**src/rtl/dram_bank_tracker_if.sv**
```systemverilog
// Scheduler-facing bus of the DRAM bank tracker: command request/legality
// and the zero-latency open-row lookup port.
interface dram_bank_tracker_if #(
   parameter int NUM_BANKS = 16,
   parameter int ROW_BITS  = 15
);
   localparam int BANK_W = $clog2(NUM_BANKS);

   logic                cmd_valid;
   logic [2:0]          cmd;
   logic [BANK_W-1:0]   cmd_bank;
   logic [ROW_BITS-1:0] cmd_row;
   logic                cmd_legal;
   logic                cmd_err;
   logic [BANK_W-1:0]   q_bank;
   logic [ROW_BITS-1:0] q_row;
   logic                q_open;
   logic                q_hit;

   modport master (output cmd_valid, cmd, cmd_bank, cmd_row, q_bank, q_row,
                   input  cmd_legal, cmd_err, q_open, q_hit);
   modport slave  (input  cmd_valid, cmd, cmd_bank, cmd_row, q_bank, q_row,
                   output cmd_legal, cmd_err, q_open, q_hit);
endinterface

```
**src/rtl/dram_bank_tracker.sv**
```systemverilog
// Per-bank DRAM row state and timing tracker: judges command legality,
// drives read/write data windows and keeps refresh debt.
module dram_bank_tracker #(
   parameter int NUM_BANKS    = 16,
   parameter int ROW_BITS     = 15,
   parameter int T_RCD        = 10,
   parameter int T_RAS        = 10,
   parameter int T_RP         = 10,
   parameter int T_WR         = 12,
   parameter int T_RL         = 11,
   parameter int T_WL         = 11,
   parameter int T_BURST      = 4,
   parameter int T_RFC        = 10,
   parameter int T_REFI       = 96000,
   parameter int MAX_POSTPONE = 8
) (
   input  logic                 CLK,
   input  logic                 nRST,
   dram_bank_tracker_if.slave   bus,
   output logic [NUM_BANKS-1:0] bank_idle,
   output logic                 rd_data_en,
   output logic                 wr_data_en,
   output logic                 ref_req,
   output logic                 ref_urgent
);
   localparam int BANK_W = $clog2(NUM_BANKS);
   localparam int T_WREC = T_WL + T_BURST + T_WR;
   localparam int CNT_W  = $clog2(T_RCD + T_RAS + T_RP + T_WREC + T_RFC + 1);
   localparam int RI_W   = $clog2(T_REFI + 1);
   localparam int DEBT_W = $clog2(MAX_POSTPONE + 1);
   localparam int RD_D   = T_RL + T_BURST - 1;
   localparam int WR_D   = T_WL + T_BURST - 1;

   typedef enum logic [2:0] {C_NOP, C_ACT, C_RD, C_WR, C_PRE, C_PREA, C_REF, C_BAD} cmd_t;
   typedef enum logic [1:0] {IDLE, ACTIVATING, ACTIVE, PRECHARGING} bank_st_t;

   logic [NUM_BANKS-1:0]               act_ok, col_ok, pre_ok, is_open;
   logic [NUM_BANKS-1:0][ROW_BITS-1:0] open_row;
   logic [CNT_W-1:0]                   spacing, rfc;
   logic [RI_W-1:0]                    interval;
   logic [DEBT_W-1:0]                  debt;
   logic [RD_D:1]                      rd_pipe;
   logic [WR_D:1]                      wr_pipe;
   logic                               legal, acc, rfc_clr, do_rd, do_wr, do_ref, ref_tick;
   cmd_t                               op;

   assign op      = cmd_t'(bus.cmd);
   assign rfc_clr = (rfc == '0);

   always_comb begin
      legal = 1'b0;
      case (op)
         C_NOP:      legal = 1'b1;
         C_ACT:      legal = act_ok[bus.cmd_bank] && rfc_clr;
         C_RD, C_WR: legal = col_ok[bus.cmd_bank] && (spacing == '0) && rfc_clr;
         C_PRE:      legal = pre_ok[bus.cmd_bank] && rfc_clr;
         C_PREA:     legal = (&pre_ok) && rfc_clr;
         C_REF:      legal = (&act_ok) && rfc_clr;
         default:    legal = 1'b0;
      endcase
   end

   assign bus.cmd_legal = legal;
   assign acc      = bus.cmd_valid && legal;
   assign do_rd    = acc && (op == C_RD);
   assign do_wr    = acc && (op == C_WR);
   assign do_ref   = acc && (op == C_REF);
   assign ref_tick = (interval == '0);

   for (genvar b = 0; b < NUM_BANKS; b++) begin : g_bank
      bank_st_t          st, st_nx;
      logic [CNT_W-1:0]  rcd_rp, ras, wrec;
      logic [ROW_BITS-1:0] row;
      logic              sel, do_act, do_pre, do_bwr;

      assign sel    = (bus.cmd_bank == BANK_W'(b));
      assign do_act = acc && (op == C_ACT) && sel;
      // PRE/PREA on a closed bank is accepted but leaves it untouched
      assign do_pre = acc && (st == ACTIVE) && ((op == C_PREA) || ((op == C_PRE) && sel));
      assign do_bwr = do_wr && sel;

      // Leave ACTIVATING/PRECHARGING as the shared count hits its last tick so
      // the follow-on command is legal exactly tRCD/tRP after the opener.
      always_comb begin
         st_nx = st;
         case (st)
            IDLE:        if (do_act) st_nx = ACTIVATING;
            ACTIVATING:  if (rcd_rp <= CNT_W'(1)) st_nx = ACTIVE;
            ACTIVE:      if (do_pre) st_nx = PRECHARGING;
            PRECHARGING: if (rcd_rp <= CNT_W'(1)) st_nx = IDLE;
            default:     st_nx = IDLE;
         endcase
      end

      always_ff @(posedge CLK or negedge nRST) begin
         if (!nRST) st <= IDLE;
         else       st <= st_nx;
      end

      always_ff @(posedge CLK or negedge nRST) begin
         if (!nRST) begin
            rcd_rp <= '0;
            ras    <= '0;
            wrec   <= '0;
            row    <= '0;
         end else begin
            if (do_act) begin
               rcd_rp <= CNT_W'(T_RCD - 1);
               ras    <= CNT_W'(T_RAS - 1);
               row    <= bus.cmd_row;
            end else begin
               if (do_pre)              rcd_rp <= CNT_W'(T_RP - 1);
               else if (rcd_rp != '0)   rcd_rp <= rcd_rp - 1'b1;
               if (ras != '0)           ras    <= ras - 1'b1;
            end
            if (do_bwr)           wrec <= CNT_W'(T_WREC - 1);
            else if (wrec != '0)  wrec <= wrec - 1'b1;
         end
      end

      assign act_ok[b]    = (st == IDLE) && (rcd_rp == '0);
      assign col_ok[b]    = (st == ACTIVE);
      assign pre_ok[b]    = (st == IDLE) || ((st == ACTIVE) && (ras == '0) && (wrec == '0));
      assign is_open[b]   = (st == ACTIVE) || (st == ACTIVATING);
      assign bank_idle[b] = (st == IDLE);
      assign open_row[b]  = row;
   end

   assign bus.q_open = is_open[bus.q_bank];
   assign bus.q_hit  = bus.q_open && (open_row[bus.q_bank] == bus.q_row);

   always_ff @(posedge CLK or negedge nRST) begin
      if (!nRST) begin
         spacing     <= '0;
         rfc         <= '0;
         interval    <= RI_W'(T_REFI - 1);
         debt        <= '0;
         rd_pipe     <= '0;
         wr_pipe     <= '0;
         bus.cmd_err <= 1'b0;
      end else begin
         if (do_rd || do_wr)     spacing <= CNT_W'(T_BURST - 1);
         else if (spacing != '0) spacing <= spacing - 1'b1;
         if (do_ref)             rfc <= CNT_W'(T_RFC - 1);
         else if (rfc != '0)     rfc <= rfc - 1'b1;
         interval <= ref_tick ? RI_W'(T_REFI - 1) : interval - 1'b1;
         // an interval expiry and an accepted REF in the same cycle cancel out
         if (ref_tick && !do_ref && (debt != DEBT_W'(MAX_POSTPONE))) debt <= debt + 1'b1;
         else if (do_ref && !ref_tick && (debt != '0))               debt <= debt - 1'b1;
         rd_pipe     <= {rd_pipe[RD_D-1:1], do_rd};
         wr_pipe     <= {wr_pipe[WR_D-1:1], do_wr};
         bus.cmd_err <= bus.cmd_valid && !legal;
      end
   end

   assign rd_data_en = |rd_pipe[RD_D:T_RL];
   assign wr_data_en = |wr_pipe[WR_D:T_WL];
   assign ref_req    = (debt != '0);
   assign ref_urgent = (debt == DEBT_W'(MAX_POSTPONE));
endmodule

```
**src/flat_wrapper.sv**
```systemverilog
// flat-port wrapper written by rule: the top's interface ports become plain ports
module dram_bank_tracker_flat 
#(
   parameter int NUM_BANKS    = 16,
   parameter int ROW_BITS     = 15,
   parameter int T_RCD        = 10,
   parameter int T_RAS        = 10,
   parameter int T_RP         = 10,
   parameter int T_WR         = 12,
   parameter int T_RL         = 11,
   parameter int T_WL         = 11,
   parameter int T_BURST      = 4,
   parameter int T_RFC        = 10,
   parameter int T_REFI       = 96000,
   parameter int MAX_POSTPONE = 8
)
  (CLK, nRST, bank_idle, rd_data_en, wr_data_en, ref_req, ref_urgent, bus_cmd_valid, bus_cmd, bus_cmd_bank, bus_cmd_row, bus_q_bank, bus_q_row, bus_cmd_legal, bus_cmd_err, bus_q_open, bus_q_hit);
  dram_bank_tracker_if #(.NUM_BANKS(NUM_BANKS), .ROW_BITS(ROW_BITS)) bus_i ();
  input  logic CLK;
  input  logic nRST;
  output logic [NUM_BANKS-1:0] bank_idle;
  output logic rd_data_en;
  output logic wr_data_en;
  output logic ref_req;
  output logic ref_urgent;
  input wire logic [$bits(bus_i.cmd_valid)-1:0] bus_cmd_valid;
  input wire logic [$bits(bus_i.cmd)-1:0] bus_cmd;
  input wire logic [$bits(bus_i.cmd_bank)-1:0] bus_cmd_bank;
  input wire logic [$bits(bus_i.cmd_row)-1:0] bus_cmd_row;
  input wire logic [$bits(bus_i.q_bank)-1:0] bus_q_bank;
  input wire logic [$bits(bus_i.q_row)-1:0] bus_q_row;
  output wire logic [$bits(bus_i.cmd_legal)-1:0] bus_cmd_legal;
  output wire logic [$bits(bus_i.cmd_err)-1:0] bus_cmd_err;
  output wire logic [$bits(bus_i.q_open)-1:0] bus_q_open;
  output wire logic [$bits(bus_i.q_hit)-1:0] bus_q_hit;
  assign bus_i.cmd_valid = bus_cmd_valid;
  assign bus_i.cmd = bus_cmd;
  assign bus_i.cmd_bank = bus_cmd_bank;
  assign bus_i.cmd_row = bus_cmd_row;
  assign bus_i.q_bank = bus_q_bank;
  assign bus_i.q_row = bus_q_row;
  assign bus_cmd_legal = bus_i.cmd_legal;
  assign bus_cmd_err = bus_i.cmd_err;
  assign bus_q_open = bus_i.q_open;
  assign bus_q_hit = bus_i.q_hit;
  dram_bank_tracker #(.NUM_BANKS(NUM_BANKS), .ROW_BITS(ROW_BITS), .T_RCD(T_RCD), .T_RAS(T_RAS), .T_RP(T_RP), .T_WR(T_WR), .T_RL(T_RL), .T_WL(T_WL), .T_BURST(T_BURST), .T_RFC(T_RFC), .T_REFI(T_REFI), .MAX_POSTPONE(MAX_POSTPONE)) u_core (.CLK(CLK), .nRST(nRST), .bus(bus_i), .bank_idle(bank_idle), .rd_data_en(rd_data_en), .wr_data_en(wr_data_en), .ref_req(ref_req), .ref_urgent(ref_urgent));
endmodule
```
**config.mk**
```make
export PLATFORM = sky130hd
export DESIGN_NAME = dram_bank_tracker_flat
export DESIGN_NICKNAME = d
export VERILOG_FILES = /design/src/rtl/dram_bank_tracker_if.sv /design/src/rtl/dram_bank_tracker.sv /design/src/flat_wrapper.sv
export SDC_FILE = /design/constraint.sdc
export NUM_CORES = 1
export LEC_CHECK = 0
export BUFFER_PORTS_ARGS = -buffer_cell sky130_fd_sc_hd__buf_2
export CORE_ASPECT_RATIO = 0.5
export CORE_MARGIN = 2
export CORE_UTILIZATION = 30
export CTS_CLUSTER_DIAMETER = 120
export CTS_CLUSTER_SIZE = 28
export DETAILED_ROUTE_END_ITERATION = 8
export PLACE_DENSITY = 0.49
export SYNTH_ARGS = -nofsm -noshare
export SYNTH_HDL_FRONTEND = slang
export SYNTH_SLANG_ARGS = --single-unit
```
**constraint.sdc**
```tcl
create_clock -name CLK -period 13.3 [get_ports CLK]
set_clock_uncertainty 0.1 [all_clocks]
set_input_delay 1.33 -clock CLK [delete_from_list [all_inputs] [get_ports CLK]]
set_output_delay 1.33 -clock CLK [all_outputs]
set_load 0.005 [all_outputs]
```
Word-level counts from Yosys, hierarchy flattened
Index checks and enable logic that the tools add are counted. W data, S select, Z words.

Logic and storage cells: 893. Bits in registers: 672.

Add/sub/neg operators: 53. Multiplexer cells: 210. Eq/ne operators: 136. Reductions and logical operators: 389. $lt $le $gt $ge: 18.

Operators by type and width (count): $mux W7 (116); $logic_not A7 Y1 (50); $reduce_bool A7 Y1 (50); $sub A7 B1 Y7 const B (50); $logic_and A1 B1 Y1 (145); $mux W2 (64); $pmux W2 S4 (16); $le A7 B1 Y1 const B (16); $ne A2 B1 Y1 const B (48); $reduce_bool A2 Y1 (35); $eq A2 B2 Y1 const B (32); $reduce_and A4 Y1 (16); $bmux W15 S4 (1); $logic_or A1 B1 Y1 (49); $reduce_bool A3 Y1 (16); $eq A4 B4 Y1 const B (9); $eq A2 B1 Y1 const B (16); $logic_not A2 Y1 (16); $ne A2 B2 Y1 const B (16); $reduce_and A16 Y1 (2); $logic_not A17 Y1 (1); $mux W17 (1); $sub A17 B1 Y17 const B (1); $bmux W1 S4 (4); other kinds (21) (36).

Logic depth before layout (Yosys ltp)
Word-level depth: 14. Depth in mapped cells: 19.

Worst setup path after synthesis
No wires, ideal clock.

Path type: input port to output port. From: input bus_q_bank[0]. To: output bus_q_hit. Arrival time: 3841 ps. Required time: 11870 ps. Stages on the path: 7. Setup slack: 8029 ps. Path buffers: 2. Path through: clkbuf_1 buf_1 mux4_2 mux4_2 xnor2_1 nand4_1 nor4_1.

Word-level cells in the longest chain between the ends: 4. Elaborated cells on any way between the ends: 6. Those cells by class: eq/ne: 1; mux: 4; reduce/logical: 1.

RTL lines: start, declared (RTL line flat_wrapper.sv:30) `input wire logic [$bits(bus_i.q_bank)-1:0] bus_q_bank;`; $bmux W15 S4 (RTL line dram_bank_tracker.sv:130) `assign bus.q_hit = bus.q_open && (open_row[bus.q_bank] == bus.q_row);`; $mux W15 (not written as such) (RTL line dram_bank_tracker.sv:130); $eq A15 B15 Y1 (RTL line dram_bank_tracker.sv:130); $logic_and A1 B1 Y1 * (RTL line dram_bank_tracker.sv:130); end, declared (RTL line flat_wrapper.sv:35) `output wire logic [$bits(bus_i.q_hit)-1:0] bus_q_hit;`.

Mark *: on every way between the ends. The rest lies on a longest branch, timed or not. The select of a mux whose other input is x is not followed.

Final worst setup path
Same ends and word-level chain as after synthesis.

==> results by group <==
Route
  – WL met2: 45750 um
  – Vias per cell: between 4 and 5
  – DRT met1 WL: 46760 um
  – TritonRoute pass-1 iters: 5
  – Met3 wire len: 4893 um
  – Final ANT Viol Nets: 0
  – Via count: 25500
  – Max layer used: met5
  – WL final: 99560 um
  – Routed wire length per instance: 19.32 um
  – Residual DRC count: 0
  – DR iter-0 viols: 1949

Global routing
  – Vias in the first global route: 25150
  – First-pass GRT wire length: 154400 um
  – Total track usage: 0.1658
  – Pin count of the biggest net entering global routing: 150
  – Initial antenna violation count: 5
  – Overflow after GRT: 0

Power
  – Sw frac: 0.3766
  – Clk pwr share: 0.164
  – Sequential Power Share: 0.481
  – Static leakage: 17.24 nW
  – VDD IR-drop max: 0.0001097 V
  – Power Internal: 0.004032 W
  – Power Density: roughly 170 nW/um^2
  – Combinational Power Share: 0.355
  – Total net switching power: around 0.0024 W

Final layout
  – Design area: 37790 um^2
  – Reg area: 16830 um^2
  – Fillers: 11780
  – Area of the multi-input gates: 17190 um^2
  – Share of cells above drive strength 1: 0.09086
  – Final Core Density: 0.3269
  – Layout Nets: 3839
  – Synth-to-Final Area Change: 7.683%

Clock tree
  – Longest Clk Path Bufs: 3
  – Clock latency on the worst-skew pair: 690 ps
  – H-Tree Depth: 1
  – Worst-path clk slew: ~110 ps
  – Clk sinks: between 600 and 700
  – Postcts setup bufs: 0
  – Post-cts hold buffer count: 0
  – CTS tree: yes
  – Post_cts resized: 0
  – TritonCTS Buffers: 27
  – Root Driver: clkbuf_16

Synthesis
  – Yosys warnings: 0
  – Mapped Nets: 3855
  – Synth area leader: dfrtp_1
  – Top post-synthesis cells by count: 936 x nand2_1, 658 x dfrtp_1, 348 x nor2_1, 181 x ha_1, 175 x xnor2_1
  – Synth top area share: 0.4692
  – Mapped Avg Cell Area: 9.671 um^2
  – Most common cell in the netlist: nand2_1
  – Most area-consuming cells after synthesis: dfrtp_1 47%, nand2_1 10%, ha_1 6.5%, mux4_2 5.3%, xnor2_1 4.4%
  – Mapped Area: 35090 um^2
  – Post-synth EDFFs: 0
  – Netlist cell types: 83
  – Register area share after synthesis: 0.4797
  – FFs w/ async S/R, synth: 1.000
  – Top FF cell, synth: dfrtp_1
  – Syn Inst Count: 3629
  – #FFs+latches synth: 672

Timing
  – Slew Limit Fails: 0
  – Max Fclk: 0.1622 GHz
  – Final setup TNS: 0 ps
  – Rel. slew slack: 0.1932
  – Slew @ Worst Pin: 1201 ps
  – Final Hold Viols: 0
  – Final WS setup: 7133 ps
  – Final setup fails: 0
  – RSZ-0062 raised after global routing: no
  – Final period util: 0.4637
  – Fin crit period: a little over 6000 ps

Critical path
  – Arrival time at the worst endpoint: between 4000 and 5000 ps
  – Critical path required time: 11870 ps
  – Worst setup EP type: output port
  – Critical path type: primary input to output port
  – CP startpoint: bus_q_bank[0]
  – Crit start category: primary input
  – R2R Path End: u_core.debt[3]
  – Reg2reg start: u_core.g_bank[7].rcd_rp[2]
  – FF-to-FF path depth: 14
  – Flop2flop setup slack: 7930 ps
  – Crit Path Max Fanout: between 40 and 50

Floorplan
  – Die Width: approximately 490 um
  – Die height: about 250 um
  – Core Footprint: 115600 um^2
  – # IOs: 68
  – Row count: 88
  – Die area: 119900 um^2
  – Initial core utilization: 0.3036

Min path
  – Hold Startpoint: u_core.wr_pipe[8]
  – Hold Path Class: register to register
  – Worst Hold Path EP: u_core.wr_pipe[9]
  – WHS Path Cells: 0

Placement
  – Hpwl dp: 64820 um
  – Place WS: roughly 7000 ps
  – Placed cell area: 37050 um^2
  – Placer Congestion: 0.8822
  – PortBufs: 67

Status
  – Status: completed

Job
  – Max-Cap Viols: 0
## critical path, cell delays in order
cell and delay (ps):
buf_4 330, buf_4 810, mux4_2 610, mux4_2 490, xnor2_1 230, nand4_1 280
nor4_1 400, buf_2 180
## final cells by class
type | count | share of cell area
clock buffer | 36 | 0.01877
antenna | 3 | 0.0001986
multi-input combinational | 2670 | 0.4548
inverter | 148 | 0.01470
tap | 1530 | 0.05066
sequential | 672 | 0.4454
clock inverter | 1 | 0.0005297
timing repair buffer | 94 | 0.01490
## logic make-up after synthesis
kind of cell | count (synthesis) | synth area share
fa+ha+maj | 182 | 0.06510
flops | 672 | 0.4797
xor+xnor | 246 | 0.06139
buf+inv | 287 | 0.03166
compound gates | 274 | 0.05533
simple gates | 1823 | 0.2342
mux | 145 | 0.07266
## routing by layer
metal | up-vias | global-route usage
met1 | 12790 | 0.2351
met2 | 489 | 0.2708
met5 | - | 0
met3 | 110 | 0.02123
li1 | 12110 | -
met4 | 4 | 0.03407
## how the worst max path moves through the flow
stage | slack, ps | cells after the start | end
floorplan | 8030 | 7 | bus_q_hit
global placement | 7080 | 8 | bus_q_hit
detailed placement | 7020 | 8 | bus_q_hit
CTS | 7020 | 8 | bus_q_hit
global route | 6880 | 8 | bus_q_hit
finish | 7130 | 8 | bus_q_hit
## power by group through the flow
stage          registers [W]  clock network [W]  logic [W]
6_report             0.00311            0.00106    0.00230
5_1_grt              0.00320            0.00117    0.00262
4_1_cts              0.00310            0.00111    0.00232
3_5_place_dp         0.00314                  0    0.00231
3_3_place_gp         0.00312                  0    0.00225
2_1_floorplan        0.00303                  0    0.00176
## through the flow
step,cells,hold slack (ps),total power (W)
4_1_cts,5151,258.6,0.006535
3_3_place_gp,5114,232.2,0.005371
2_1_floorplan,3629,231.2,0.004783
6_report,5154,258.3,0.006467
5_1_grt,5152,265.4,0.006991
3_5_place_dp,5114,234.7,0.005445
## placed cells by master (no fill, tap or decap), drive strengths merged, types with 16 or more instances in the layout
master	n
mux2	48
buf	94
clkbuf	36
ha	181
nor2b	16
nor2	348
and2	32
a21oi	99
nand2	937
nand2b	24
o21ai	41
xnor2	175
or4	21
nor3	144
xor2	71
and3b	22
dfrtp	658
or3	43
nand3	62
mux4	83
and3	24
inv	149
o32a	17
a31oi	23
nor4	68
nand3b	27
## flip-flops by register name, indices dropped and copies added (netlist names), 7 cells and up
register / cells
u_core.g_bank.ras: 112
u_core.g_bank.rcd_rp: 112
u_core.spacing: 7
u_core.wr_pipe: 14
u_core.rd_pipe: 14
u_core.interval: 17
u_core.rfc: 7
u_core.g_bank.st: 32
u_core.g_bank.wrec: 112
u_core.g_bank.row: 240
Note: power is estimated with default switching activity, not from simulation.
